### src/rtl/ov7670_pkg.sv
// Shared types and constants for the OV7670 register-initialisation sequencer.
package ov7670_pkg;

  typedef enum logic [2:0] {
    ST_IDLE  = 3'd0,
    ST_PWRUP = 3'd1,
    ST_FETCH = 3'd2,
    ST_ISSUE = 3'd3,
    ST_WAIT  = 3'd4,
    ST_POST  = 3'd5,
    ST_DONE  = 3'd6,
    ST_ERROR = 3'd7
  } state_e;

  localparam logic [7:0]  COM7_ADDR      = 8'h12;
  localparam int unsigned COM7_RESET_BIT = 7;

  typedef struct packed {
    logic [7:0] addr;
    logic [7:0] data;
  } reg_entry_t;

  // A COM7 write with the reset bit set soft-resets the sensor and needs settling time.
  function automatic logic is_soft_reset(input reg_entry_t e);
    return (e.addr == COM7_ADDR) && e.data[COM7_RESET_BIT];
  endfunction

  function automatic logic is_busy_state(input state_e s);
    logic b;
    case (s)
      ST_IDLE, ST_DONE, ST_ERROR: b = 1'b0;
      default:                    b = 1'b1;
    endcase
    return b;
  endfunction

endpackage

### src/rtl/ov7670_reg_rom.sv
// Combinational register table: entry index -> {addr, data}; out-of-range reads all ones.
module ov7670_reg_rom
  import ov7670_pkg::*;
#(
  parameter int IDX_W = 3
) (
  input  logic [IDX_W-1:0] idx_i,
  output reg_entry_t       entry_o
);

  // Table lookup
  always_comb begin
    case (idx_i)
      IDX_W'(0): entry_o = reg_entry_t'(16'h1280);
      IDX_W'(1): entry_o = reg_entry_t'(16'h1101);
      IDX_W'(2): entry_o = reg_entry_t'(16'h0C04);
      IDX_W'(3): entry_o = reg_entry_t'(16'h3E19);
      default:   entry_o = reg_entry_t'(16'hFFFF);
    endcase
  end

endmodule

### src/rtl/ov7670_init_seq.sv
// OV7670 power-up sequencer: walks the register table and hands one write at a time to
// the SCCB engine, with power-up and soft-reset delays and bounded timeout retry.
module ov7670_init_seq
  import ov7670_pkg::*;
#(
  parameter int REG_NUM     = 4,
  parameter int PWRUP_DELAY = 10,
  parameter int RESET_DELAY = 20,
  parameter int TIMEOUT     = 50,
  parameter int MAX_RETRY   = 2,
  parameter int AUTO_START  = 1
) (
  input  logic                       sclk,
  input  logic                       rst,
  input  logic                       start,
  input  logic                       sccb_ready,
  input  logic                       data_finish,
  output logic                       write_en,
  output logic [7:0]                 sccb_addr,
  output logic [7:0]                 sccb_data,
  output logic [$clog2(REG_NUM+1)-1:0] reg_idx,
  output logic                       busy,
  output logic                       init_done,
  output logic                       init_err
);

  localparam int IDX_W   = $clog2(REG_NUM + 1);
  localparam int MAX_DLY = (TIMEOUT > RESET_DELAY)
                         ? ((TIMEOUT > PWRUP_DELAY) ? TIMEOUT : PWRUP_DELAY)
                         : ((RESET_DELAY > PWRUP_DELAY) ? RESET_DELAY : PWRUP_DELAY);
  localparam int CNT_W   = $clog2(MAX_DLY + 1);
  localparam int RTY_W   = $clog2(MAX_RETRY + 2);

  state_e             state_q, state_d;
  logic [CNT_W-1:0]   cnt_q, cnt_d;
  logic [RTY_W-1:0]   rty_q, rty_d;
  logic [IDX_W-1:0]   idx_q, idx_d;
  reg_entry_t         cur_q, cur_d;
  reg_entry_t         rom_entry;
  logic               busy_q, done_q, err_q;

  ov7670_reg_rom #(.IDX_W(IDX_W)) u_rom (
    .idx_i   (idx_q),
    .entry_o (rom_entry)
  );

  // Next-state logic; one counter serves power-up delay, write timeout and reset delay
  always_comb begin
    state_d = state_q;
    cnt_d   = cnt_q;
    rty_d   = rty_q;
    idx_d   = idx_q;
    cur_d   = cur_q;
    case (state_q)
      ST_IDLE: begin
        if (start || (AUTO_START != 0)) begin
          state_d = ST_PWRUP;
          cnt_d   = '0;
          rty_d   = '0;
          idx_d   = '0;
        end else begin
          state_d = ST_IDLE;
        end
      end
      ST_PWRUP: begin
        if (cnt_q == CNT_W'(PWRUP_DELAY - 1)) begin
          state_d = ST_FETCH;
          cnt_d   = '0;
          idx_d   = '0;
        end else begin
          cnt_d = cnt_q + CNT_W'(1);
        end
      end
      ST_FETCH: begin
        cur_d   = rom_entry;
        state_d = ST_ISSUE;
      end
      ST_ISSUE: begin
        if (sccb_ready) begin
          state_d = ST_WAIT;
          cnt_d   = '0;
        end else begin
          state_d = ST_ISSUE;
        end
      end
      ST_WAIT: begin
        if (data_finish) begin
          state_d = ST_POST;
          cnt_d   = '0;
        end else if (cnt_q == CNT_W'(TIMEOUT - 1)) begin
          cnt_d   = '0;
          rty_d   = rty_q + RTY_W'(1);
          state_d = (rty_q == RTY_W'(MAX_RETRY)) ? ST_ERROR : ST_ISSUE;
        end else begin
          cnt_d = cnt_q + CNT_W'(1);
        end
      end
      ST_POST: begin
        rty_d = '0;
        if (is_soft_reset(cur_q) && (cnt_q != CNT_W'(RESET_DELAY))) begin
          cnt_d = cnt_q + CNT_W'(1);
        end else begin
          cnt_d   = '0;
          idx_d   = idx_q + IDX_W'(1);
          state_d = (idx_q == IDX_W'(REG_NUM - 1)) ? ST_DONE : ST_FETCH;
        end
      end
      ST_DONE, ST_ERROR: begin
        if (start) begin
          state_d = ST_PWRUP;
          cnt_d   = '0;
          rty_d   = '0;
          idx_d   = '0;
        end else begin
          state_d = state_q;
        end
      end
      default: begin
        state_d = ST_IDLE;
      end
    endcase
  end

  // State and output registers
  always_ff @(posedge sclk or posedge rst) begin
    if (rst) begin
      state_q <= ST_IDLE;
      cnt_q   <= '0;
      rty_q   <= '0;
      idx_q   <= '0;
      cur_q   <= reg_entry_t'(16'h0000);
      busy_q  <= 1'b0;
      done_q  <= 1'b0;
      err_q   <= 1'b0;
    end else begin
      state_q <= state_d;
      cnt_q   <= cnt_d;
      rty_q   <= rty_d;
      idx_q   <= idx_d;
      cur_q   <= cur_d;
      busy_q  <= is_busy_state(state_d);
      done_q  <= (state_d == ST_DONE);
      err_q   <= (state_d == ST_ERROR);
    end
  end

  // The request is issued in the very cycle the engine reports ready.
  assign write_en  = (state_q == ST_ISSUE) && sccb_ready;
  assign sccb_addr = cur_q.addr;
  assign sccb_data = cur_q.data;
  assign reg_idx   = idx_q;
  assign busy      = busy_q;
  assign init_done = done_q;
  assign init_err  = err_q;

endmodule
### config.mk
export PLATFORM = sky130hd
export DESIGN_NAME = ov7670_init_seq
export DESIGN_NICKNAME = d
export VERILOG_FILES = /design/src/rtl/ov7670_pkg.sv /design/src/rtl/ov7670_reg_rom.sv /design/src/rtl/ov7670_init_seq.sv
export SDC_FILE = /design/constraint.sdc
export NUM_CORES = 1
export LEC_CHECK = 0
export ABC_AREA = 1
export CORE_MARGIN = 2
export CORE_UTILIZATION = 45
export CTS_CLUSTER_SIZE = 14
export DETAILED_ROUTE_END_ITERATION = 10
export HOLD_SLACK_MARGIN = 0.15
export PLACE_DENSITY = 0.66
export SYNTH_ARGS = -nofsm -noshare
export SYNTH_HDL_FRONTEND = slang
export SYNTH_SLANG_ARGS = --single-unit
### constraint.sdc
create_clock -name sclk -period 2.96 [get_ports sclk]
set_input_delay 0.444 -clock sclk [delete_from_list [all_inputs] [get_ports sclk]]
set_output_delay 0.444 -clock sclk [all_outputs]
set_load 0.01 [all_outputs]
==> qor.yml <==
synthesis:
  synth_warnings: 0
  synth-edff-count: 0
  yosysSeqAreaShare_pct: 35.6
  synth_area_leader_cell: "dfrtp_1"
  synth_top_cells_by_area: "dfrtp_1 (36%), nand2_1 (9.0%), ha_1 (6.2%)"
  synth_common_cells: "nand2_1 (44), inv_1 (29), dfrtp_1 (26), nor2_1 (24), nand3_1 (21)"
  syn_avg_cell_area_um2: 7.85
  synth.distinct_cells: 32
  async_reset_ff_share_pct: 100
  netlist.area_leader.share_pct: 35.6
  yosysMostFrequentCell: "nand2_1"
  synth-seq-cells: 26
  syn-num-nets: 247
  synth-main-ff-cell: "dfrtp_1"
  synth_area_mm2: 0.00183
  postSynthCellCount: 233
clocking:
  cts_buffers: 3
  cts_tree: "built"
  htreeDepth: 1
  cts.sinks: 26
  post_cts_resized: 0
  cts_setup_buffers: 0
  clk_pin_slew_ns: 0.09
  cts-hold-fix-buffers: 0
  clk_latency_ns: 0.28
  root_buffer: "clkbuf_8"
  max-clock-path-buffers: 2
grt:
  grt_first_pass_wirelength_mm: 6.25
  grt_pass1_vias: 1352
  grt_max_degree: 27
  antenna_found_initial: 0
  track_usage_pct: 18.3
  overflow: 0
power_and_ir_drop:
  power.density_mw_per_mm2: 917
  power.internal_mw: 1.13
  vdd_drop_max_v: 0.000462
  clockPowerShare_pct: 15.2
  pwr-share-seq_pct: 31.3
  p_comb_share_pct: 53.5
  netSwitchingPower_mw: 0.849
  leakagePower_nw: 1.01
  swShare_pct: 43.0
worst_setup_path:
  r2r-end: "cnt_q[4]"
  cp-end-kind: "output pin"
  cp.required_ns: 2.52
  crit_buf_inv: 2
  slowest_stage: "clkdlybuf4s50_1"
  cp.arrival_ns: 1.73
  reg2reg_depth: 9
  regToRegSetupSlack_ns: 1.33
  slowest_delay_ns: 0.53
  worst-setup-path-type: "flop to output pin"
  cpLargestDelayFamily: "buffers and inverters"
  crit_chain: "nor2_4, nand3_1, inv_1, clkdlybuf4s50_1"
  crit_fanout: 7
  reg2reg_from: "cnt_q[0]"
  crit_path_start_kind: "flop"
final_layout:
  regArea_um2: 651
  multi_input_area_um2: 943
  diodes: 0
  drive_gt1_share_pct: 14.9
  area_growth_pct: 17.8
  nets: 270
  final_cell_area_mm2: 0.00215
  nFillCells: 407
floorplanning:
  die_y_um: 67.7
  io_pins: 28
  start_util_pct: 46.4
  core_mm2: 0.00394
  die-area_mm2: 0.00459
  dieWidth_um: 67.7
  rows: 23
hold_path:
  hold_path_end: "rty_q[0]"
  hold_path_depth: 2
  hold_path_class: "flop to flop"
  hold_path.startpoint: "rty_q[0]"
placed_design:
  place_hpwl_mm: 2.87
  routabilityCongestion: 0.839
  portBuffers: 27
  placed_area_mm2: 0.00208
detailed_routing:
  vias_per_cell: 5.02
  route.detailed.drc: 0
  ant_nets: 0
  drt_iter0_drc: 67
  drt_first_pass_iters: 4
  routedWlPerCell_um: 12.1
  drt-total-wl_mm: 3.69
  vias: 1532
sta:
  tightest_slew_ns: 0.392
  fmax_ghz: 0.460
  skew_ns: 0.00398
  final_max_slew_viol_count: 0
  grt_setup_unrepaired: "no"
  fin_crit_sh_pct: 73.5
  finalHoldViolations: 0
  tns_ns: 0
  post-route-min-period_ns: 2.18
  setup_viol: 0
  relSlewSlack_pct: 73.8
outcome:
  status: "finished, final reports clean"
job:
  max-cap-violations: 0
## logic make-up after synthesis
| group | Yosys count | synth area share, % |
|---|---|---|
| buffers and inverters | 47 | 12.8 |
| flip-flops | 26 | 35.6 |
| XOR/XNOR | 2 | 0.958 |
| AO/OA/AOI/OAI | 21 | 6.57 |
| adder cells (fa/ha/maj) | 9 | 6.16 |
| AND/OR/NAND/NOR | 128 | 37.9 |
## layout make-up
cell class | instances | share of cell area (%)
clock buffer | 3 | 1.92
clock inverter | 1 | 1.39
inverter | 37 | 6.86
multi-input combinational | 160 | 43.8
sequential | 26 | 30.2
tap | 50 | 2.91
timing repair buffer | 28 | 12.9
## power groups by stage
stage / Combinational, mW / Sequential, mW / Clock [mW]
after global placement: 1.05 / 0.624 / 0
after floorplan: 0.774 / 0.604 / 0
after detailed placement: 1.06 / 0.627 / 0
final: 1.06 / 0.617 / 0.301
after CTS: 1.07 / 0.620 / 0.309
after global routing: 1.18 / 0.643 / 0.315
## sequential cells by signal, indices dropped and copies added (netlist names)
signal,count
init_err,1
rty_q,2
reg_idx,3
state_q,3
sccb_data,3
sccb_addr,6
busy,1
cnt_q,6
init_done,1
## through the flow
stage | hold WS (ns) | setup WS [ns] | power, mW | util, % | instances
2_1_floorplan | 0.459 | 1.56 | 1.38 | - | 233
3_5_place_dp | 0.486 | 0.872 | 1.69 | 52.8 | 301
6_report | 0.504 | 0.785 | 1.97 | 54.6 | 305
5_1_grt | 0.542 | 0.702 | 2.14 | 54.6 | 305
4_1_cts | 0.512 | 0.776 | 2.00 | 54.6 | 305
3_3_place_gp | 0.478 | 0.881 | 1.68 | 52.8 | 301
## tightest hold or removal path: stages (launching register included)
cell and delay, ns:
dfrtp_1 0.35, nand2_1 0.05, o21ai_1 0.07
## placed cells by master (no fill, tap or decap), drive strengths merged
cell type / count
xor2: 2
nand4: 14
a22oi: 1
o22ai: 1
ha: 9
buf: 1
dfrtp: 26
clkbuf: 3
o21bai: 1
clkinv: 1
nor2: 32
inv: 36
or2: 1
nand2: 52
nand3: 26
o211ai: 2
a21oi: 4
o21ai: 12
nor3: 3
clkdlybuf4s50: 27
bufinv: 1
## worst max path at each step
| stage | endpoint | cells past startpoint | start | slack (ns) |
|---|---|---|---|---|
| CTS | write_en | 4 | state_q[2] | 0.78 |
| finish | write_en | 4 | state_q[2] | 0.78 |
| floorplan | sccb_addr[0] | 7 | reg_idx[0] | 1.56 |
| detailed placement | write_en | 4 | sccb_ready | 0.87 |
| global placement | write_en | 4 | sccb_ready | 0.88 |
| global route | write_en | 4 | state_q[2] | 0.70 |
## layer usage
layer	global-route usage, %	wire length (µm)	share of wire (%)
met1	26.8	1840	50
met2	27.0	1660	45
met3	3.17	150	4.1
met4	6.12	50	1.4
met5	0	0	0
(Power assumes the default switching activity.)
